[src/rtl/y86_sequencer.sv]
// Multi-cycle Y86 control sequencer: walks FETCH..PCUPD once per instruction and reports status.
// Optional feature: define Y86_MEM_WAIT_EN to stretch MEMORY until mem_ready for memory-class icodes.
module y86_sequencer #(
  parameter int COUNT_W = 32
) (
  input  logic               clock,
  input  logic               reset_n,
  input  logic               start,
  input  logic [3:0]         icode,
  input  logic               instr_valid,
  input  logic               imem_error,
  input  logic               dmem_error,
  input  logic               mem_ready,
  output logic               fetch_en,
  output logic               decode_en,
  output logic               execute_en,
  output logic               memory_en,
  output logic               writeback_en,
  output logic               pc_en,
  output logic               set_cc,
  output logic [2:0]         stat,
  output logic               busy,
  output logic [COUNT_W-1:0] instr_count
);

  typedef enum logic [2:0] {
    S_IDLE      = 3'd0,
    S_FETCH     = 3'd1,
    S_DECODE    = 3'd2,
    S_EXECUTE   = 3'd3,
    S_MEMORY    = 3'd4,
    S_WRITEBACK = 3'd5,
    S_PCUPD     = 3'd6,
    S_HALT      = 3'd7
  } state_t;

  localparam logic [2:0] STAT_AOK = 3'd1;
  localparam logic [2:0] STAT_HLT = 3'd2;
  localparam logic [2:0] STAT_ADR = 3'd3;
  localparam logic [2:0] STAT_INS = 3'd4;

  localparam logic [3:0] IC_HALT = 4'h0;
  localparam logic [3:0] IC_OPL  = 4'h6;

  state_t             state_q, state_d;
  logic [2:0]         stat_q, stat_d;
  logic [COUNT_W-1:0] cnt_q, cnt_d;
  logic [3:0]         icode_q, icode_d;

  logic mem_op;
  logic mem_stall;

  // Instructions that touch data memory: rmmovl, mrmovl, call, ret, pushl, popl.
  assign mem_op = icode_q inside {4'h4, 4'h5, 4'h8, 4'h9, 4'hA, 4'hB};

`ifdef Y86_MEM_WAIT_EN
  assign mem_stall = mem_op & ~mem_ready;
`else
  logic unused_mem_ready;
  assign unused_mem_ready = mem_ready;
  assign mem_stall        = 1'b0;
`endif

  always_ff @(posedge clock or negedge reset_n) begin
    if (!reset_n) begin
      state_q <= S_IDLE;
      stat_q  <= STAT_AOK;
      cnt_q   <= '0;
      icode_q <= '0;
    end else begin
      state_q <= state_d;
      stat_q  <= stat_d;
      cnt_q   <= cnt_d;
      icode_q <= icode_d;
    end
  end

  always_comb begin
    state_d = state_q;
    stat_d  = stat_q;
    cnt_d   = cnt_q;
    icode_d = icode_q;
    case (state_q)
      S_IDLE, S_HALT: begin
        if (start) begin
          state_d = S_FETCH;
          stat_d  = STAT_AOK;
          cnt_d   = '0;
        end
      end
      S_FETCH: begin
        if (imem_error) begin
          state_d = S_HALT;
          stat_d  = STAT_ADR;
        end else if (!instr_valid) begin
          state_d = S_HALT;
          stat_d  = STAT_INS;
        end else begin
          state_d = S_DECODE;
          icode_d = icode;
        end
      end
      S_DECODE:  state_d = S_EXECUTE;
      S_EXECUTE: state_d = S_MEMORY;
      S_MEMORY: begin
        // dmem_error is only meaningful once the access has completed.
        if (mem_stall) begin
          state_d = S_MEMORY;
        end else if (mem_op && dmem_error) begin
          state_d = S_HALT;
          stat_d  = STAT_ADR;
        end else begin
          state_d = S_WRITEBACK;
        end
      end
      S_WRITEBACK: state_d = S_PCUPD;
      S_PCUPD: begin
        if (cnt_q != '1) cnt_d = cnt_q + COUNT_W'(1);
        if (icode_q == IC_HALT) begin
          state_d = S_HALT;
          stat_d  = STAT_HLT;
        end else begin
          state_d = S_FETCH;
        end
      end
      default: state_d = S_IDLE;
    endcase
  end

  assign fetch_en     = (state_q == S_FETCH);
  assign decode_en    = (state_q == S_DECODE);
  assign execute_en   = (state_q == S_EXECUTE);
  assign memory_en    = (state_q == S_MEMORY);
  assign writeback_en = (state_q == S_WRITEBACK);
  assign pc_en        = (state_q == S_PCUPD);
  assign set_cc       = (state_q == S_EXECUTE) && (icode_q == IC_OPL);
  assign busy         = (state_q != S_IDLE) && (state_q != S_HALT);
  assign stat         = stat_q;
  assign instr_count  = cnt_q;

endmodule

[config.mk]
export PLATFORM = sky130hd
export DESIGN_NAME = y86_sequencer
export DESIGN_NICKNAME = d
export VERILOG_FILES = /design/src/rtl/y86_sequencer.sv
export SDC_FILE = /design/constraint.sdc
export NUM_CORES = 1
export LEC_CHECK = 0
export CAP_MARGIN = 25
export CORE_AREA = 3 3 74 76
export DETAILED_ROUTE_END_ITERATION = 6
export DIE_AREA = 0 0 77 79
export GPL_TIMING_DRIVEN = 0
export PLACE_DENSITY = 0.78
export SETUP_SLACK_MARGIN = 0.4
export SYNTH_ARGS = -nofsm -noshare
export SYNTH_HDL_FRONTEND = slang
export SYNTH_SLANG_ARGS = --single-unit
export TNS_END_PERCENT = 5
[constraint.sdc]
create_clock -name clock -period 2.68 [get_ports clock]
set_clock_uncertainty 0.1 [all_clocks]
set_input_delay 0.268 -clock clock [delete_from_list [all_inputs] [get_ports clock]]
set_output_delay 0.268 -clock clock [all_outputs]
set_load 0.05 [all_outputs]
==> out/metrics.csv <==
metric,value,unit
wl_per_cell,16.27,um
startpoint,instr_count[0],
slowest_delay,0.50,ns
grt_pass1_wl,11180,um
synth_edf_count,0,
seqPwrFrac,31.7,%
finalWorstSetupSlack,0.1622,ns
ys_seq_area_share,43.26,%
synthDistinctLibCells,42,
status,finished clean,
switchingPower,1.789,mW
worstPathMaxFanout,8,
worst_pin_slew,0.6765,ns
grt.total_usage,22.87,%
finalInstanceArea,3258,sq um
cts_max_level,2,
route.detailed.drc,0,
grt_max_degree,32,
r2r_slack,0.16,ns
grt_pass1_vias,2283,
areaGrowthSynthToFinish,33.95,%
synth_cells,275,
dieArea,6083,sq um
final_common_cell,clkdlybuf4s50_1,
io_pins,54,
max_freq,397.2,MHz
internal-power,1.656,mW
cts_buffers,5,
drt_pass1_iterations,5,
endpoint,instr_count[28],
fp.dieW,77,um
power,3.445,mW
routed_wl,6653,um
final_cell_mix,"45 x clkdlybuf4s50_1, 38 x dfrtp_1, 26 x nand2_1",
async_flop_share,100.0,%
ctsLongestPathBuffers,2,
slew_headroom,54.56,%
cp_top_family,simple AND/OR/NAND/NOR gates,
fin_nets,354,
antenna_found_initial,0,
power_frac_comb,56.9,%
rsz0062_at_grt,true,
ys_warn_count,0,
vias,2471,
tns,0,ns
end_kind,flop,
initial_utilization,50.82,%
p_leak,1.477,nW
dp_hpwl,4618,um
coreArea,4786,sq um
worstSetupPathDepth,7,
synth-seq-cells,42,
worstSetupPathType,reg2reg,
fin_crit_sh,93.95,%
clockPowerShare,11.4,%
hp-class,in2async,
netlist_area,2432,sq um
slowest_stage,or4_1,
hold_violations,0,
dpl_worst_slack,-0.1987,ns
rr_startpoint,instr_count[0],
diodes,0,
clock_latency,0.30,ns
drv_slew,0,
cts_tree,yes,
ir_drop,0.7262,mV
cts_sinks,42,
dieHeight,79,um
rows,25,
crit_path_start_kind,flop,
portBuffers,52,
path_cells,ha_2 > nand4_1 > or4_1 > buf_2 > or3_4 > and3_1 > a211o_1,
grt-ovfl-total,0,
cts_root_buffer,clkbuf_8,
critPathBufInv,1,
placed_area,3057,sq um
postRouteAntennaNets,0,
p_sw_share,51.92,%
min_period,2.518,ns
power_density,1057,nW/um^2
synthFlopType,dfrtp_1,
worstPathArrival,2.60,ns
setup_viol,0,
drive_gt1_share,13.74,%
drt_iter0_drc,195,
gp_congestion,0.8759,
fillers,402,
synth_nets,287,
drv_cap,0,
clk_pin_slew,0.08,ns
avgViaCountPerCell,6.042,
r2r_cells,7,
avgSynthCellArea,8.845,sq um
r2r-end,instr_count[28],
critical_path_required,2.76,ns
-- per-stage QoR --
step / cells / util (%) / hold WS, ns
floorplan: 275 / - / -0.1276
global placement: 394 / 63.56 / 0.3915
detailed placement: 395 / 63.87 / 0.06834
CTS: 408 / 67.53 / 0.2772
global route: 409 / 68.08 / 0.2990
finish: 409 / 68.08 / 0.2766
-- power by group through the flow --
stage | Combinational (mW) | Clock (mW) | Sequential [mW]
global route | 2.10 | 0.427 | 1.13
global placement | 1.88 | 0 | 1.09
detailed placement | 1.91 | 0 | 1.10
floorplan | 0.825 | 0 | 1.54
CTS | 1.95 | 0.396 | 1.08
finish | 1.96 | 0.392 | 1.09
-- layout make-up --
| cell class | instances | area (sq um) | share of cell area, % |
|---|---|---|---|
| Tap cell | 67 | 83.83 | 2.573 |
| Inverter | 5 | 18.77 | 0.5760 |
| Timing Repair Buffer | 60 | 585.6 | 17.97 |
| Clock buffer | 7 | 76.32 | 2.343 |
| Buffer | 13 | 60.06 | 1.843 |
| Multi-Input combinational cell | 215 | 1378 | 42.28 |
| Sequential cell | 42 | 1056 | 32.41 |
-- logic make-up (layout without fill, tap and decap cells) --
| kind of cell | after synthesis | in the layout | share of synthesized area (%) |
|---|---|---|---|
| simple gates | 140 | 140 | 31.38 |
| compound gates | 66 | 66 | 18.31 |
| flops | 42 | 42 | 43.26 |
| buf+inv | 18 | 85 | 2.881 |
| mux | 8 | 8 | 3.652 |
| fa+ha+maj | 1 | 1 | 0.5143 |
-- state kept, by name (all words and copies together) (netlist names) --
name,cells
state_q,3
stat,3
instr_count,32
icode_q,4
-- synthesized netlist by cell type (5+ instances only) --
cell type	instances	area, sq um
a211o_1	13	113.9
clkbuf_1	11	41.29
nand3_1	18	90.09
dfrtp_1	41	1026
nand4_1	14	87.58
nor2_1	15	56.30
a31oi_1	14	87.58
a21oi_1	14	70.07
nand2_1	27	101.4
inv_1	5	18.77
mux2_2	7	78.83
nor2b_1	6	37.54
nor3_1	20	100.1
o21ai_0	8	40.04
and3_1	16	100.1
-- timing repair --
| item | 4_1_cts | 5_1_grt |
|---|---|---|
| setup buffers | 5 | 1 |
| setup endpoints to repair | 39 | 39 |
| gates cloned | 0 | 0 |
| gates resized for setup | 24 | 10 |
| hold buffers | 1 | 0 |
| pin swaps | 1 | 0 |
| endpoints found under the hold margin | 10 | 0 |
-- worst min path at each step --
| stage | slack (ns) | startpoint | to | cells after the start |
|---|---|---|---|---|
| after global placement | 0.39 | stat[2] | stat[2] | 1 |
| final | 0.28 | reset_n | instr_count[19] | 2 |
| after CTS | 0.28 | reset_n | instr_count[19] | 2 |
| after detailed placement | 0.07 | reset_n | instr_count[19] | 1 |
| after global routing | 0.30 | reset_n | instr_count[19] | 2 |
| after floorplan | -0.13 | reset_n | icode_q[0] | 0 |
-- layer usage --
metal	up-vias	share of wire [%]	track usage, %
met5	-	0	0
met3	9	5.4	4.535
met4	0	1.4	7.651
li1	1186	-	-
met1	1193	44	30.44
met2	83	49	37.54
No activity file was read; power rests on OpenSTA's default activity.
